$ cat config.mk
export PLATFORM = sky130hd
export DESIGN_NAME = sram_req_ctrl_flat
export DESIGN_NICKNAME = d
export VERILOG_FILES = /design/src/rtl/sram_req_ctrl_if.sv /design/src/rtl/sram_req_ctrl.sv /design/src/flat_wrapper.sv
export SDC_FILE = /design/constraint.sdc
export NUM_CORES = 1
export LEC_CHECK = 0
export BUFFER_PORTS_ARGS = -buffer_cell sky130_fd_sc_hd__buf_2
export CAP_MARGIN = 20
export CORE_MARGIN = 1.5
export CORE_UTILIZATION = 57
export CTS_BUF_LIST = sky130_fd_sc_hd__clkbuf_4 sky130_fd_sc_hd__clkbuf_8
export DETAILED_ROUTE_END_ITERATION = 8
export PLACE_DENSITY = 0.95
export SKIP_CTS_REPAIR_TIMING = 1
export SYNTH_ARGS = -nofsm -noshare
export SYNTH_HDL_FRONTEND = slang
export SYNTH_SLANG_ARGS = --single-unit
$ cat constraint.sdc
create_clock -name clock -period 2.28 [get_ports clock]
set_input_delay 0.228 -clock clock [delete_from_list [all_inputs] [get_ports clock]]
set_output_delay 0.228 -clock clock [all_outputs]
set_load 0.02 [all_outputs]
$ cat src/rtl/sram_req_ctrl_if.sv
// Bundle of the upstream request/response channel and the SRAM macro pins
// that the controller drives. The slave modport is the controller's view.
// The master modport is the environment's view: the upstream client plus the
// macro, which returns dout0.
interface sram_req_ctrl_if #(
  parameter int ADDR_W = 7,
  parameter int DATA_W = 32
);
  localparam int MASK_W = DATA_W / 8;

  // upstream request channel
  logic              req_valid;
  logic              req_ready;
  logic              req_write;
  logic [ADDR_W-1:0] req_addr;
  logic [DATA_W-1:0] req_wdata;
  logic [MASK_W-1:0] req_wmask;

  // upstream response channel
  logic              resp_valid;
  logic              resp_ready;
  logic              resp_write;
  logic [DATA_W-1:0] resp_rdata;

  // macro pins (csb0/web0 active-low)
  logic              sram_csb0;
  logic              sram_web0;
  logic [ADDR_W-1:0] sram_addr0;
  logic [DATA_W-1:0] sram_din0;
  logic [DATA_W-1:0] sram_dout0;

  modport slave (
    input  req_valid, req_write, req_addr, req_wdata, req_wmask,
    output req_ready,
    output resp_valid, resp_write, resp_rdata,
    input  resp_ready,
    output sram_csb0, sram_web0, sram_addr0, sram_din0,
    input  sram_dout0
  );

  modport master (
    output req_valid, req_write, req_addr, req_wdata, req_wmask,
    input  req_ready,
    input  resp_valid, resp_write, resp_rdata,
    output resp_ready,
    input  sram_csb0, sram_web0, sram_addr0, sram_din0,
    output sram_dout0
  );
endinterface

$ cat src/rtl/sram_req_ctrl.sv
// Request/response controller for a single-port SRAM macro that is clocked on
// the falling edge. It issues at most one macro operation per cycle. Partial
// writes are performed as a read followed by a merged write. Each request gets
// exactly one registered response, and responses are returned in order.
module sram_req_ctrl #(
  parameter int ADDR_W = 7,
  parameter int DATA_W = 32
) (
  input  logic              clock,
  input  logic              reset,   // synchronous, active-low
  sram_req_ctrl_if.slave    bus
);
  localparam int MASK_W = DATA_W / 8;

  typedef enum logic [2:0] {
    ST_IDLE,
    ST_ACCESS,
    ST_RMW_RD,
    ST_RMW_WR,
    ST_RESP
  } state_e;

  state_e            state_q, state_d;
  logic              csb_q, csb_d;
  logic              web_q, web_d;
  logic [ADDR_W-1:0] addr_q, addr_d;
  logic [DATA_W-1:0] din_q, din_d;
  logic [DATA_W-1:0] rdata_q, rdata_d;
  logic              resp_write_q, resp_write_d;
  logic              op_write_q, op_write_d;
  logic [DATA_W-1:0] wdata_q, wdata_d;
  logic [MASK_W-1:0] wmask_q, wmask_d;
  logic [DATA_W-1:0] merge_data;
  logic              req_ready;
  logic              accept;

  // A new request is taken only when nothing is in flight, or when the pending
  // response leaves in this same cycle.
  assign req_ready = (state_q == ST_IDLE) | ((state_q == ST_RESP) & bus.resp_ready);
  assign accept    = bus.req_valid & req_ready;

  // Per-byte merge of the held write data over the word just read from the macro
  generate
    for (genvar gi = 0; gi < MASK_W; gi++) begin : g_merge
      assign merge_data[gi*8 +: 8] = wmask_q[gi] ? wdata_q[gi*8 +: 8]
                                                 : bus.sram_dout0[gi*8 +: 8];
    end
  endgenerate

  // Next-state and registered-output logic; the macro returns to idle (csb0=1) by default
  always_comb begin
    state_d      = state_q;
    csb_d        = 1'b1;
    web_d        = 1'b1;
    addr_d       = addr_q;
    din_d        = din_q;
    rdata_d      = rdata_q;
    resp_write_d = resp_write_q;
    op_write_d   = op_write_q;
    wdata_d      = wdata_q;
    wmask_d      = wmask_q;

    case (state_q)
      ST_IDLE: begin
        state_d = ST_IDLE;
      end
      ST_ACCESS: begin
        state_d      = ST_RESP;
        resp_write_d = op_write_q;
        rdata_d      = op_write_q ? '0 : bus.sram_dout0;
      end
      ST_RMW_RD: begin
        state_d = ST_RMW_WR;
        csb_d   = 1'b0;
        web_d   = 1'b0;
        din_d   = merge_data;
      end
      ST_RMW_WR: begin
        state_d      = ST_RESP;
        resp_write_d = 1'b1;
        rdata_d      = '0;
      end
      ST_RESP: begin
        if (bus.resp_ready) state_d = ST_IDLE;
      end
      default: begin
        state_d = ST_IDLE;
      end
    endcase

    // accept only happens in IDLE or RESP, so it overrides the hold/drain above
    if (accept) begin
      op_write_d = bus.req_write;
      wdata_d    = bus.req_wdata;
      wmask_d    = bus.req_wmask;
      if (!bus.req_write) begin
        state_d = ST_ACCESS;
        csb_d   = 1'b0;
        web_d   = 1'b1;
        addr_d  = bus.req_addr;
      end else if (&bus.req_wmask) begin
        state_d = ST_ACCESS;
        csb_d   = 1'b0;
        web_d   = 1'b0;
        addr_d  = bus.req_addr;
        din_d   = bus.req_wdata;
      end else if (bus.req_wmask == '0) begin
        // nothing to write: acknowledge immediately without touching the macro
        state_d      = ST_RESP;
        resp_write_d = 1'b1;
        rdata_d      = '0;
      end else begin
        state_d = ST_RMW_RD;
        csb_d   = 1'b0;
        web_d   = 1'b1;
        addr_d  = bus.req_addr;
      end
    end
  end

  // State and output registers; reset drops any pending response and idles the macro
  always_ff @(posedge clock) begin
    if (!reset) begin
      state_q      <= ST_IDLE;
      csb_q        <= 1'b1;
      web_q        <= 1'b1;
      addr_q       <= '0;
      din_q        <= '0;
      rdata_q      <= '0;
      resp_write_q <= 1'b0;
      op_write_q   <= 1'b0;
      wdata_q      <= '0;
      wmask_q      <= '0;
    end else begin
      state_q      <= state_d;
      csb_q        <= csb_d;
      web_q        <= web_d;
      addr_q       <= addr_d;
      din_q        <= din_d;
      rdata_q      <= rdata_d;
      resp_write_q <= resp_write_d;
      op_write_q   <= op_write_d;
      wdata_q      <= wdata_d;
      wmask_q      <= wmask_d;
    end
  end

  assign bus.req_ready  = req_ready;
  assign bus.resp_valid = (state_q == ST_RESP);
  assign bus.resp_write = resp_write_q;
  assign bus.resp_rdata = rdata_q;
  assign bus.sram_csb0  = csb_q;
  assign bus.sram_web0  = web_q;
  assign bus.sram_addr0 = addr_q;
  assign bus.sram_din0  = din_q;

endmodule

$ cat src/flat_wrapper.sv
// flat-port wrapper written by rule: the top's interface ports become plain ports
module sram_req_ctrl_flat 
#(
  parameter int ADDR_W = 7,
  parameter int DATA_W = 32
)
  (clock, reset, bus_req_valid, bus_req_write, bus_req_addr, bus_req_wdata, bus_req_wmask, bus_req_ready, bus_resp_valid, bus_resp_write, bus_resp_rdata, bus_resp_ready, bus_sram_csb0, bus_sram_web0, bus_sram_addr0, bus_sram_din0, bus_sram_dout0);
  sram_req_ctrl_if #(.ADDR_W(ADDR_W), .DATA_W(DATA_W)) bus_i ();
  input  logic clock;
  input  logic reset;
  input wire logic [$bits(bus_i.req_valid)-1:0] bus_req_valid;
  input wire logic [$bits(bus_i.req_write)-1:0] bus_req_write;
  input wire logic [$bits(bus_i.req_addr)-1:0] bus_req_addr;
  input wire logic [$bits(bus_i.req_wdata)-1:0] bus_req_wdata;
  input wire logic [$bits(bus_i.req_wmask)-1:0] bus_req_wmask;
  output wire logic [$bits(bus_i.req_ready)-1:0] bus_req_ready;
  output wire logic [$bits(bus_i.resp_valid)-1:0] bus_resp_valid;
  output wire logic [$bits(bus_i.resp_write)-1:0] bus_resp_write;
  output wire logic [$bits(bus_i.resp_rdata)-1:0] bus_resp_rdata;
  input wire logic [$bits(bus_i.resp_ready)-1:0] bus_resp_ready;
  output wire logic [$bits(bus_i.sram_csb0)-1:0] bus_sram_csb0;
  output wire logic [$bits(bus_i.sram_web0)-1:0] bus_sram_web0;
  output wire logic [$bits(bus_i.sram_addr0)-1:0] bus_sram_addr0;
  output wire logic [$bits(bus_i.sram_din0)-1:0] bus_sram_din0;
  input wire logic [$bits(bus_i.sram_dout0)-1:0] bus_sram_dout0;
  assign bus_i.req_valid = bus_req_valid;
  assign bus_i.req_write = bus_req_write;
  assign bus_i.req_addr = bus_req_addr;
  assign bus_i.req_wdata = bus_req_wdata;
  assign bus_i.req_wmask = bus_req_wmask;
  assign bus_req_ready = bus_i.req_ready;
  assign bus_resp_valid = bus_i.resp_valid;
  assign bus_resp_write = bus_i.resp_write;
  assign bus_resp_rdata = bus_i.resp_rdata;
  assign bus_i.resp_ready = bus_resp_ready;
  assign bus_sram_csb0 = bus_i.sram_csb0;
  assign bus_sram_web0 = bus_i.sram_web0;
  assign bus_sram_addr0 = bus_i.sram_addr0;
  assign bus_sram_din0 = bus_i.sram_din0;
  assign bus_i.sram_dout0 = bus_sram_dout0;
  sram_req_ctrl #(.ADDR_W(ADDR_W), .DATA_W(DATA_W)) u_core (.clock(clock), .reset(reset), .bus(bus_i));
endmodule
### Word-level counts from Yosys, hierarchy flattened

Cells that the tools add are included.

* register bits after elaboration: 114
* bits of input ports: 80
* output and inout bits: 76

* equal/unequal tests: 6
* muxes and demuxes: 37
* bitwise logic cells: 3
* reductions and logical operators: 5

Operator list (count)
* 2-to-1 mux 32 bit: 9
* one-hot mux 32 bit (2 select lines): 1
* 2-to-1 mux 8 bit: 4
* 2-to-1 mux 7 bit: 3
* 2-to-1 mux 3 bit: 5
* 2-to-1 mux 1 bit: 13
* one-hot mux 3 bit (3 select lines): 1
* equality test 3 x 2 -> 1 bit (second input constant): 2
* zero test 4 bit: 1
* AND reduction 4 bit: 1
* equality test 3 x 1 -> 1 bit (second input constant): 1
* equality test 3 bit (second input constant): 1
* zero test 3 bit: 1
* != test 3 x 1 -> 1 bit (second input constant): 1
* != test 3 x 2 -> 1 bit (second input constant): 1
* AND 1 bit: 2
* one-hot mux 1 bit (2 select lines): 1
* AND reduction 2 bit: 1
* OR reduction 2 bit: 1
* bitwise OR 1 bit: 1

### Longest topological paths before layout

* depth in word-level cells: 6
* mapped depth: 7
* mapped depth without buffers: 4

### Worst setup path before layout

OpenSTA, ideal clock, no wires.

* path kind: reg-to-reg
* from: register u_core.state_q[2]
* to: register u_core.state_q[2]
* setup time: 0.115 ns
* arrival: 1.233 ns
* required time: 2.165 ns
* setup slack: 0.932 ns
* cell stages (with the launch flop): 7
* buffers on the path: 2
* period minus slack after synthesis: 1.348 ns
* cells stage by stage: dfxtp_1 > nand2b_2 > nand3_1 > buf_2 > buf_2 > o221ai_1 > and2_1

* cells in the longest elaborated chain, start to end: 5

RTL lines
* start: declaration: RTL line sram_req_ctrl.sv:23 `state_e state_q, state_d;`
* start signal: assignment: RTL line sram_req_ctrl.sv:135 `state_q <= state_d;`
* equality test 3 bit: RTL line sram_req_ctrl.sv:39, sram_req_ctrl.sv:63
* AND 1 bit: RTL line sram_req_ctrl.sv:39 `assign req_ready = (state_q == ST_IDLE) | ((state_q == ST_RESP) & bus.resp_ready);`
* bitwise OR 1 bit: RTL line sram_req_ctrl.sv:39
* AND 1 bit: RTL line sram_req_ctrl.sv:40 `assign accept = bus.req_valid & req_ready;`
* != test 3 x 1 -> 1 bit (no line) or 2-to-1 mux 3 bit (tied branches)

Parallel ways exist; a longest one is shown, timed or not.
A chain may end at the register's enable or synchronous reset.

### Worst setup path in the final report

* from: register u_core.state_q[2]
* to: register u_core.din_q[22] (netlist: u_core.bus.sram_din0[22])

* cells in the longest elaborated chain, start to end: 5

RTL lines
* equality test 3 x 2 -> 1 bit or equality test 3 bit (tied branches): RTL line sram_req_ctrl.sv:63, sram_req_ctrl.sv:39
* 2-to-1 mux 32 bit or AND 1 bit (tied branches): RTL line sram_req_ctrl.sv:63, sram_req_ctrl.sv:39
* 2-to-1 mux 32 bit or bitwise OR 1 bit (tied branches): RTL line sram_req_ctrl.sv:101, sram_req_ctrl.sv:39
* 2-to-1 mux 32 bit or AND 1 bit (tied branches): RTL line sram_req_ctrl.sv:96, sram_req_ctrl.sv:40
* 2-to-1 mux 32 bit *: RTL line sram_req_ctrl.sv:92 `if (accept) begin`
* end signal: assignment: RTL line sram_req_ctrl.sv:139 `din_q <= din_d;`
* end: declaration: RTL line sram_req_ctrl.sv:27 `logic [DATA_W-1:0] din_q, din_d;`

Mark *: on every way between the ends. The rest lies on a longest branch, timed or not.

==> out/metrics.csv <==
metric,value,unit
die height,96.3,um
Final GP Congestion,0.838,
"Seq/Total Area, Yosys",0.460,
Synth cell types,34,
P_int,3.90,mW
Yosys top cell area share,0.460,
pin count of the biggest net entering global routing,49,
Net Sw Frac,0.298,
All-Layer GR Usage,0.306,
Syn Inst Count,560,
Slew Limit Fails,0,
fillers,580,
Ant. Diodes,0,
CTS tree,yes,
Syn Area/Cell,8.85,um2
DP HPWL,9320,um
worst hold endpoint,u_core.wdata_q[14],
Comb power frac,0.212,
Pwr Density,892,mW/mm2
RSZ-0062 raised after global routing,false,
PortBufs,155,
Flop pwr share,0.419,
flop2flop setup slack,580,ps
Crit Path Max Fanout,48,
relative max-transition margin,0.616,
outcome,"finished, final reports clean",
"FF+latch count, synth",114,
area of the mapped netlist,0.00496,mm2
CP arrival,2020,ps
register area,0.00228,mm2
Worst Hold Depth,3,
initial antenna violation count,0,
H-tree depth,4,
total gr overflow,0,
via/cell ratio,6.00,
reg-to-reg endpoint,u_core.bus.sram_din0[22],
Post-route DRC,0,
root buf cell,clkbuf_8,
Hold WS,59.3,ps
"Period Utilization, post-route",0.744,
Crit path required time,2610,ps
clock skew,12.2,ps
post-route ant nets,0,
CTS Buf Count,17,
vias in the first global route,4723,
# clock sinks,114,
initial DRC count,329,
post-layout min period,1700,ps
worst skew pair latency,410,ps
area of the multi-input gates,0.00242,mm2
leakage power,2.61,nW
core box area,0.00830,mm2
Hold Crit Start,bus_req_wdata[14],
measured slew at the worst slew-check pin,575,ps
clock power share,0.368,
max-cap violations,0,
first-pass GRT wire length,21600,um
maximum vdd ir drop,0.000482,V
CP endpoint kind,flip-flop,
final setup vio count,0,
deepest clock path buffer count,2,
"area leader, netlist",dfxtp_1,
area delta synth->final,25.5,%
clk slew on worst S/H paths,70,ps
"top cells by area, synth","dfxtp_1 46%, a21boi_1 11%, nand2_1 8.9%",
Fin. Hold Viols,0,
reg2reg start,u_core.state_q[2],
setup TNS,0,ps
Ys Warns,0,
die width,96.3,um
Setup crit start kind,flip-flop,
row count,33,
# IOs,156,
Total Wirelength,14000,um
kind of critical path,flip-flop to flip-flop,
DR pass1 iterations,5,
Nets,778,
Vias,4895,
Mapped Nets,640,
worst hold-check path type,primary input to flip-flop,
die area,0.00927,mm2
share of cells above drive strength 1,0.309,
Initial Util,0.597,
Net Sw Power,1.65,mW
FF-to-FF path depth,5,
maximum clock rate,0.590,GHz
DR WL/cell,17.2,um
[cell usage in the layout (no fill, tap or decap), types with 2 or more instances in the layout]
| cell type | synthesis | final |
|---|---|---|
| clkinvlp_4 | 0 | 2 |
| clkbuf_8 | 0 | 22 |
| o21ai_1 | 2 | 2 |
| buf_12 | 0 | 2 |
| a22oi_1 | 32 | 32 |
| bufinv_16 | 0 | 3 |
| o221ai_1 | 33 | 33 |
| nor2_1 | 35 | 34 |
| buf_2 | 31 | 155 |
| clkbuf_4 | 0 | 2 |
| mux2i_1 | 32 | 32 |
| a21boi_1 | 73 | 73 |
| a21oi_1 | 2 | 2 |
| nand3_1 | 40 | 39 |
| clkinv_2 | 0 | 2 |
| buf_4 | 4 | 16 |
| nand2_1 | 118 | 118 |
| a21boi_2 | 3 | 3 |
| and2_1 | 3 | 3 |
| dfxtp_1 | 114 | 114 |
| inv_1 | 2 | 2 |
[power groups by stage]
stage	clock (mW)	sequential, mW	combinational [mW]
after floorplan	0	2.47	0.658
final	2.04	2.33	1.18
after detailed placement	0	2.36	1.16
after global placement	0	2.35	1.11
after global routing	2.15	2.35	1.28
after CTS	2.07	2.32	1.17
[cell type report]
type / count / area share
tap: 105 / 0.0211
clock buffer: 24 / 0.0511
inverter: 2 / 0.00121
multi-input combinational: 390 / 0.390
clock inverter: 8 / 0.0199
timing repair buffer: 173 / 0.150
sequential: 114 / 0.367
[metrics by stage]
| stage | cell area [um2] | worst slack (ps) | std cells | utilization | power, mW |
|---|---|---|---|---|---|
| after floorplan | 4960 | 932 | 560 | - | 3.13 |
| after global placement | 5780 | 697 | 784 | 0.697 | 3.46 |
| after detailed placement | 5780 | 641 | 784 | 0.697 | 3.52 |
| after CTS | 6220 | 610 | 816 | 0.750 | 5.57 |
| after global routing | 6220 | 462 | 816 | 0.750 | 5.78 |
| final | 6220 | 584 | 816 | 0.750 | 5.55 |
[registers in the layout, summed over array words and instances, names as in the netlist]
| signal | flops |
|---|---|
| u_core.wdata_q | 32 |
| u_core.bus.resp_write | 1 |
| u_core.bus.resp_rdata | 32 |
| u_core.state_q | 3 |
| u_core.bus.sram_addr0 | 7 |
| u_core.bus.sram_web0 | 1 |
| u_core.op_write_q | 1 |
| u_core.wmask_q | 4 |
| u_core.bus.sram_din0 | 32 |
| u_core.bus.sram_csb0 | 1 |
[routing by layer]
layer / vias to the layer above / routed length, um / GRT usage / part of all wire
met2: 253 / 7030 / 0.520 / 0.50
li1: 2264 / - / - / -
met4: 0 / 283 / 0.116 / 0.020
met3: 26 / 1160 / 0.0837 / 0.083
met1: 2352 / 5550 / 0.367 / 0.40
met5: - / 0 / 0 / 0
[critical path, cell delays in order, from the launching register on]
cell	delay, ps
dfxtp_1	460
nand2b_2	150
nand3_2	140
buf_4	450
o221ai_1	210
a21boi_1	190
[cells in the mapped netlist]
cell / count
nor3_2: 1
buf_2: 31
a21oi_1: 2
nand2_2: 1
nand2_1: 118
or4_4: 1
nor3b_2: 1
o21ai_0: 1
or2_1: 1
o221ai_1: 33
inv_1: 2
nor4_2: 1
nand4_1: 1
buf_6: 1
o21ai_1: 2
a221oi_1: 1
nand3_1: 40
o21ai_2: 1
clkbuf_1: 18
o2111ai_4: 1
dfxtp_1: 114
and2_1: 3
nor2_1: 35
a21boi_2: 3
buf_4: 4
mux2i_1: 32
nor2b_1: 1
nand2b_1: 1
nand2b_2: 1
nor2_4: 1
o22ai_1: 1
a22oi_1: 32
and3_1: 1
a21boi_1: 73
[kinds of logic (layout without fill, tap and decap cells)]
family | after synthesis | after routing | synth area share
multiplexers | 32 | 32 | 0.0646
AND/OR/NAND/NOR | 208 | 208 | 0.181
flip-flops | 114 | 114 | 0.460
buffers and inverters | 56 | 207 | 0.0548
AO/OA/AOI/OAI | 150 | 150 | 0.239
[worst max path at each step]
stage	startpoint	end	cells past startpoint
after global placement	bus_req_wmask[1]	u_core.bus.sram_din0[14]	6
final	u_core.state_q[2]	u_core.bus.sram_din0[22]	5
after CTS	u_core.state_q[0]	u_core.bus.sram_din0[22]	5
after global routing	u_core.state_q[2]	u_core.bus.sram_din0[21]	5
after detailed placement	bus_req_wmask[1]	u_core.bus.sram_din0[28]	6
after floorplan	u_core.state_q[2]	u_core.state_q[2]	6
Note: power is estimated with default switching activity, not from simulation.
